**src/rtl/dma_bus_arbiter.sv**
```systemverilog
// Single data-memory port shared between the CPU MEM stage and a BR/BG DMA engine.
// Fixed-latency accesses; the DMA burst is bounded so a waiting CPU cannot starve.
module dma_bus_arbiter #(
  parameter int LATENCY   = 2,
  parameter int MAX_BURST = 4,
  parameter int WORD_SIZE = 16
) (
  input  logic                 clk,
  input  logic                 reset_n,
  input  logic                 cpu_rd,
  input  logic                 cpu_wr,
  input  logic [WORD_SIZE-1:0] cpu_addr,
  input  logic [WORD_SIZE-1:0] cpu_wdata,
  output logic [WORD_SIZE-1:0] cpu_rdata,
  output logic                 cpu_ready,
  output logic                 cpu_stall,
  input  logic                 dma_br,
  output logic                 dma_bg,
  input  logic                 dma_rd,
  input  logic                 dma_wr,
  input  logic [WORD_SIZE-1:0] dma_addr,
  input  logic [WORD_SIZE-1:0] dma_wdata,
  output logic [WORD_SIZE-1:0] dma_rdata,
  output logic                 dma_ready,
  output logic                 mem_read,
  output logic                 mem_write,
  output logic [WORD_SIZE-1:0] mem_addr,
  output logic [WORD_SIZE-1:0] mem_wdata,
  input  logic [WORD_SIZE-1:0] mem_rdata,
  output logic [WORD_SIZE-1:0] dma_word_cnt
);

  typedef enum logic [1:0] {
    IDLE     = 2'd0,
    CPU_ACC  = 2'd1,
    DMA_IDLE = 2'd2,
    DMA_ACC  = 2'd3
  } state_t;

  localparam logic [3:0] LAT_LAST = 4'(LATENCY - 1);

  state_t               r_state;
  state_t               w_state_nxt;
  logic [3:0]           r_lat_cnt;
  logic [3:0]           w_lat_nxt;
  logic [3:0]           r_burst_cnt;
  logic [3:0]           w_burst_nxt;
  logic [WORD_SIZE-1:0] r_addr;
  logic [WORD_SIZE-1:0] w_addr_nxt;
  logic [WORD_SIZE-1:0] r_wdata;
  logic [WORD_SIZE-1:0] w_wdata_nxt;
  logic                 r_is_wr;
  logic                 w_is_wr_nxt;
  logic [WORD_SIZE-1:0] r_cpu_rdata;
  logic [WORD_SIZE-1:0] w_cpu_rdata_nxt;
  logic [WORD_SIZE-1:0] r_dma_rdata;
  logic [WORD_SIZE-1:0] w_dma_rdata_nxt;
  logic                 r_cpu_ready;
  logic                 w_cpu_ready_nxt;
  logic                 r_dma_ready;
  logic                 w_dma_ready_nxt;
  logic                 r_bg;
  logic                 w_bg_nxt;
  logic [WORD_SIZE-1:0] r_word_cnt;
  logic [WORD_SIZE-1:0] w_word_cnt_nxt;

  logic w_cpu_req;
  logic w_access;
  logic w_lat_done;
  logic w_preempt;

  assign w_cpu_req  = cpu_rd | cpu_wr;
  assign w_access   = (r_state == CPU_ACC) || (r_state == DMA_ACC);
  assign w_lat_done = (r_lat_cnt == LAT_LAST);
  // Cycle stealing: only an idle grant with an exhausted burst yields to a waiting CPU.
  assign w_preempt  = (MAX_BURST != 0) && (int'(r_burst_cnt) >= MAX_BURST) && w_cpu_req;

  always_ff @(posedge clk or negedge reset_n) begin
    if (!reset_n) begin
      r_state     <= IDLE;
      r_lat_cnt   <= '0;
      r_burst_cnt <= '0;
      r_addr      <= '0;
      r_wdata     <= '0;
      r_is_wr     <= 1'b0;
      r_cpu_rdata <= '0;
      r_dma_rdata <= '0;
      r_cpu_ready <= 1'b0;
      r_dma_ready <= 1'b0;
      r_bg        <= 1'b0;
      r_word_cnt  <= '0;
    end else begin
      r_state     <= w_state_nxt;
      r_lat_cnt   <= w_lat_nxt;
      r_burst_cnt <= w_burst_nxt;
      r_addr      <= w_addr_nxt;
      r_wdata     <= w_wdata_nxt;
      r_is_wr     <= w_is_wr_nxt;
      r_cpu_rdata <= w_cpu_rdata_nxt;
      r_dma_rdata <= w_dma_rdata_nxt;
      r_cpu_ready <= w_cpu_ready_nxt;
      r_dma_ready <= w_dma_ready_nxt;
      r_bg        <= w_bg_nxt;
      r_word_cnt  <= w_word_cnt_nxt;
    end
  end

  always_comb begin
    w_state_nxt     = r_state;
    w_lat_nxt       = r_lat_cnt;
    w_burst_nxt     = r_burst_cnt;
    w_addr_nxt      = r_addr;
    w_wdata_nxt     = r_wdata;
    w_is_wr_nxt     = r_is_wr;
    w_cpu_rdata_nxt = r_cpu_rdata;
    w_dma_rdata_nxt = r_dma_rdata;
    w_cpu_ready_nxt = 1'b0;
    w_dma_ready_nxt = 1'b0;
    w_bg_nxt        = r_bg;
    w_word_cnt_nxt  = r_word_cnt;
    case (r_state)
      IDLE: begin
        // r_cpu_ready blocks re-issue while the pipeline still holds the finished request.
        if (!r_cpu_ready && w_cpu_req) begin
          w_state_nxt = CPU_ACC;
          w_addr_nxt  = cpu_addr;
          w_wdata_nxt = cpu_wdata;
          w_is_wr_nxt = cpu_wr;
          w_lat_nxt   = '0;
        end else if (dma_br) begin
          w_state_nxt = DMA_IDLE;
          w_bg_nxt    = 1'b1;
          w_burst_nxt = '0;
        end
      end
      CPU_ACC: begin
        if (w_lat_done) begin
          w_state_nxt     = IDLE;
          w_lat_nxt       = '0;
          w_cpu_ready_nxt = 1'b1;
          if (!r_is_wr) w_cpu_rdata_nxt = mem_rdata;
        end else begin
          w_lat_nxt = r_lat_cnt + 4'd1;
        end
      end
      DMA_IDLE: begin
        if (!dma_br) begin
          w_state_nxt = IDLE;
          w_bg_nxt    = 1'b0;
        end else if (dma_rd || dma_wr) begin
          w_state_nxt = DMA_ACC;
          w_addr_nxt  = dma_addr;
          w_wdata_nxt = dma_wdata;
          w_is_wr_nxt = dma_wr;
          w_lat_nxt   = '0;
        end else if (w_preempt) begin
          w_state_nxt = IDLE;
          w_bg_nxt    = 1'b0;
        end
      end
      DMA_ACC: begin
        if (w_lat_done) begin
          w_state_nxt     = DMA_IDLE;
          w_lat_nxt       = '0;
          w_dma_ready_nxt = 1'b1;
          w_word_cnt_nxt  = r_word_cnt + WORD_SIZE'(1);
          w_burst_nxt     = (r_burst_cnt == 4'd15) ? r_burst_cnt : r_burst_cnt + 4'd1;
          if (!r_is_wr) w_dma_rdata_nxt = mem_rdata;
        end else begin
          w_lat_nxt = r_lat_cnt + 4'd1;
        end
      end
      default: begin
        w_state_nxt = IDLE;
      end
    endcase
  end

  assign mem_read     = w_access & ~r_is_wr;
  assign mem_write    = w_access & r_is_wr;
  assign mem_addr     = r_addr;
  assign mem_wdata    = r_wdata;
  assign cpu_rdata    = r_cpu_rdata;
  assign cpu_ready    = r_cpu_ready;
  assign cpu_stall    = w_cpu_req & ~r_cpu_ready;
  assign dma_rdata    = r_dma_rdata;
  assign dma_ready    = r_dma_ready;
  assign dma_bg       = r_bg;
  assign dma_word_cnt = r_word_cnt;

endmodule

```
**config.mk**
```make
export PLATFORM = sky130hd
export DESIGN_NAME = dma_bus_arbiter
export DESIGN_NICKNAME = d
export VERILOG_FILES = /design/src/rtl/dma_bus_arbiter.sv
export SDC_FILE = /design/constraint.sdc
export NUM_CORES = 1
export LEC_CHECK = 0
export BUFFER_PORTS_ARGS = -buffer_cell sky130_fd_sc_hd__buf_2
export CORE_MARGIN = 4
export CORE_UTILIZATION = 52
export DETAILED_ROUTE_END_ITERATION = 6
export GPL_TIMING_DRIVEN = 0
export PLACE_DENSITY = 0.92
export SLEW_MARGIN = 20
export SYNTH_ARGS = -nofsm -noshare
export SYNTH_HDL_FRONTEND = slang
export SYNTH_SLANG_ARGS = --single-unit
export TNS_END_PERCENT = 50
```
**constraint.sdc**
```tcl
create_clock -name clk -period 3.34 [get_ports clk]
set_clock_uncertainty 0.15 [all_clocks]
set_input_delay 1.002 -clock clk [delete_from_list [all_inputs] [get_ports clk]]
set_output_delay 1.002 -clock clk [all_outputs]
set_load 0.02 [all_outputs]
```
==> results by group <==
Outcome
  • Status: finished, final reports clean

Yosys
  • Yosys cell types: 42
  • Syn Nets: 432
  • Sequential area share after synthesis: 0.564
  • YS warnings: 0
  • Cell count after synthesis: 341
  • Mapped Avg Cell Area: 12.2 sq um
  • Cell Area, Synth: 0.00417 sq mm
  • FF+latch count, synth: 94

Detailed routing
  • Wire length per cell: 16.8 um
  • Drt drc: 0
  • Final ANT Viol Nets: 0
  • DR iter-0 viols: 147
  • Vias per inst: 5.39
  • Final wirelength: 10600 um
  • TritonRoute pass-1 iters: 4
  • Routed vias: 3404

GRT
  • GRT Total Usage: 0.222
  • Antenna violations before repair: 0
  • First-pass GRT wire length: 17100 um
  • Vias in the first global route: 3498
  • Overflow after GRT: 0
  • Largest net degree at the start of global routing: 55

Timing
  • Period utilization: 0.934
  • Setup WS post-layout: 0.221 ns
  • Relative slew margins: 0.562
  • Slew @ Worst Pin: 0.652 ns
  • Final hold viol count: 0
  • RSZ-0062 raised after global routing: false
  • Period minus WS final: 3.12 ns
  • Setup TNS: 0 ns
  • Max Clk Rate: 0.321 GHz
  • Max-slew violations: 0
  • Final setup fails: 0

Floorplanning
  • Cell Rows: 32
  • Die width: 97.6 um
  • IO Count: 173
  • Core Area: 0.00777 sq mm
  • Die Ht: 97.6 um
  • Die ar.: 0.00952 sq mm
  • Initial Util: 0.537

Pwr
  • Leak Pwr: 2.63 nW
  • Switching Share: 0.437
  • Int Power: 2.71 mW
  • PD cells: 895 mW/mm^2
  • Peak supply drop: 522 uV
  • Sequential share of power: 0.382
  • Clock network power share: 0.150
  • Comb power frac: 0.468
  • Overall power: 4.82 mW
  • Psw: 2.10 mW

Clock network
  • CTS Sinks: 94
  • CTS root buf: clkbuf_8
  • Gates resized, CTS repair: 0
  • TritonCTS clock tree: done
  • Hold-fix buffers, CTS: 0
  • Clock buffer count from CTS: 9
  • Latest clock arrival within the worst-skew pair: 0.35 ns
  • Clock slew at reported path FFs: 0.09 ns
  • H-tree levels: 3
  • Worst-case clock buffer depth: 2
  • Setup Buffers After CTS: 0

Placement
  • I/O Buffers: 172
  • Placement-stage worst setup slack: 0.402 ns
  • RePlAce Congestion: 0.798
  • Post-DP HPWL: 8040 um
  • Inst Count DP: 616
  • DP Area: 0.00519 sq mm

Worst setup path
  • Worst path top cell family by delay: buffers and inverters
  • CP Cell Sequence: inv_1, clkbuf_1, clkbuf_1, nor2_1, buf_2
  • CP startpoint: r_state[0]
  • CP Data Arrival Time: 1.97 ns
  • CP max FO: 10
  • CP required: 2.19 ns
  • Top cell by count, worst path: clkbuf_1
  • Kind of critical path: register to output pin
  • Crit path largest cell delay: 0.43 ns
  • Critical Path Start Type: register
  • Worst r2r src: r_lat_cnt[1]
  • Worst Setup End Kind: output pin
  • Buf/Inv on CP: 4
  • Critical-path top delay cell: clkbuf_1

Finish
  • NumNets Final: 616
  • Area Growth Syn to Fin: 29.0%
  • Non-Filler Instances: 632
  • Post-route design area: 0.00538 sq mm
  • Most frequent cells in the layout: buf_2 (177), dfrtp_1 (94), a21oi_1 (66)
  • Antenna Diode Count: 0
  • Layout cell share with drive strength beyond 1: 0.445
  • Commonest non-fill, non-tap cell in the layout: buf_2

Flow run
  • Max cap viols: 0

Worst hold path
  • Hold_sp: dma_word_cnt[15]
  • Worst min-delay path class: register to register
## through the flow
stage	hold WS (ns)	utilization
6_report	0.326	0.693
5_1_grt	0.350	0.693
4_1_cts	0.329	0.693
3_5_place_dp	0.316	0.668
3_3_place_gp	0.306	0.664
2_1_floorplan	0.318	-
## cells in the mapped netlist
cell type   n  area (sq um)
a2111oi_0   1          8.76
a211o_1     1          8.76
a211oi_1    1          7.51
a21o_1      2          15.0
a21oi_1    66           330
a31oi_1     1          6.26
a32o_1      1          10.0
and2_1      4          25.0
and3_1      7          43.8
and4_1      1          8.76
buf_1       2          7.51
buf_2       6          30.0
buf_6       3          33.8
clkbuf_1   11          41.3
dfrtp_1    94          2350
ha_1        4          50.1
inv_1       4          15.0
mux2_2     33           372
mux2i_1    33           330
nand2_1     8          30.0
nand2b_1    1          6.26
nand3_1    10          50.1
nand3b_1    2          15.0
nand3b_4    1          20.0
nand4_1     3          18.8
nor2_1      3          11.3
nor2b_1     1          6.26
nor3_1      1          5.00
nor3_2      1          10.0
nor3_4      2          32.5
nor3b_1     2          15.0
nor4_4      1          21.3
o211ai_1    1          7.51
o21ai_0     4          20.0
o21bai_1    1          7.51
o22ai_1     4          25.0
o2bb2ai_1   2          17.5
o31a_1      1          8.76
o32ai_1     1          8.76
or3b_1      1          8.76
xnor2_1    12           105
xor2_1      3          26.3
## worst reg2reg max path, cell delays in order (launching register included)
cell	delay, ns
dfrtp_1	0.41
inv_1	0.08
ha_1	0.14
or3b_1	0.37
buf_6	0.17
nor4_4	0.50
buf_6	0.25
mux2_2	0.35
## power by group through the flow
stage / sequential (mW) / clock (mW) / combinational, mW
2_1_floorplan: 2.29 / 0 / 1.03
4_1_cts: 1.84 / 0.737 / 2.28
5_1_grt: 1.90 / 0.777 / 2.46
6_report: 1.84 / 0.723 / 2.26
3_5_place_dp: 1.85 / 0 / 2.28
3_3_place_gp: 1.82 / 0 / 2.19
## per-layer routing
metal	vias up	global-route usage	wire length, um
met1	1630	0.282	4390
met2	156	0.376	5290
met5	-	0	0
met4	0	0.0767	202
met3	17	0.0488	767
li1	1601	-	-
## sequential cells by signal (all words and copies together) (netlist names), 2 cells and up
signal,flops
dma_rdata,16
dma_word_cnt,16
r_lat_cnt,4
mem_wdata,16
cpu_rdata,16
r_state,2
mem_addr,16
r_burst_cnt,4
## kinds of logic (layout without fill, tap and decap cells)
| group | after synthesis | in the layout | share of synthesized area |
|---|---|---|---|
| buffers and inverters | 26 | 215 | 0.0306 |
| multiplexers | 66 | 66 | 0.168 |
| AO/OA/AOI/OAI | 87 | 87 | 0.115 |
| flip-flops | 94 | 94 | 0.564 |
| AND/OR/NAND/NOR | 49 | 49 | 0.0786 |
| XOR/XNOR | 15 | 15 | 0.0315 |
| adder cells (fa/ha/maj) | 4 | 4 | 0.0120 |
## worst paths after layout
path	to	slack [ns]	cells after the start
worst max-delay path	mem_read	0.22	5
worst min-delay path	dma_word_cnt[15]	0.33	1
worst max register to register	cpu_rdata[7]	0.82	7
worst min register to register	dma_word_cnt[15]	0.33	1
max in group asynchronous	cpu_rdata[5]	1.92	2
min in group asynchronous	dma_word_cnt[4]	0.47	1
## layout make-up
| class | instances | area (sq um) |
|---|---|---|
| fill | 600 | 2380 |
| sequential | 94 | 2350 |
| multi-input combinational | 221 | 1690 |
| timing repair buffer | 173 | 891 |
| clock buffer | 10 | 138 |
| tap | 102 | 128 |
| buffer | 22 | 113 |
| clock inverter | 6 | 53.8 |
| inverter | 4 | 15.0 |
Note: power is estimated with default switching activity, not from simulation.
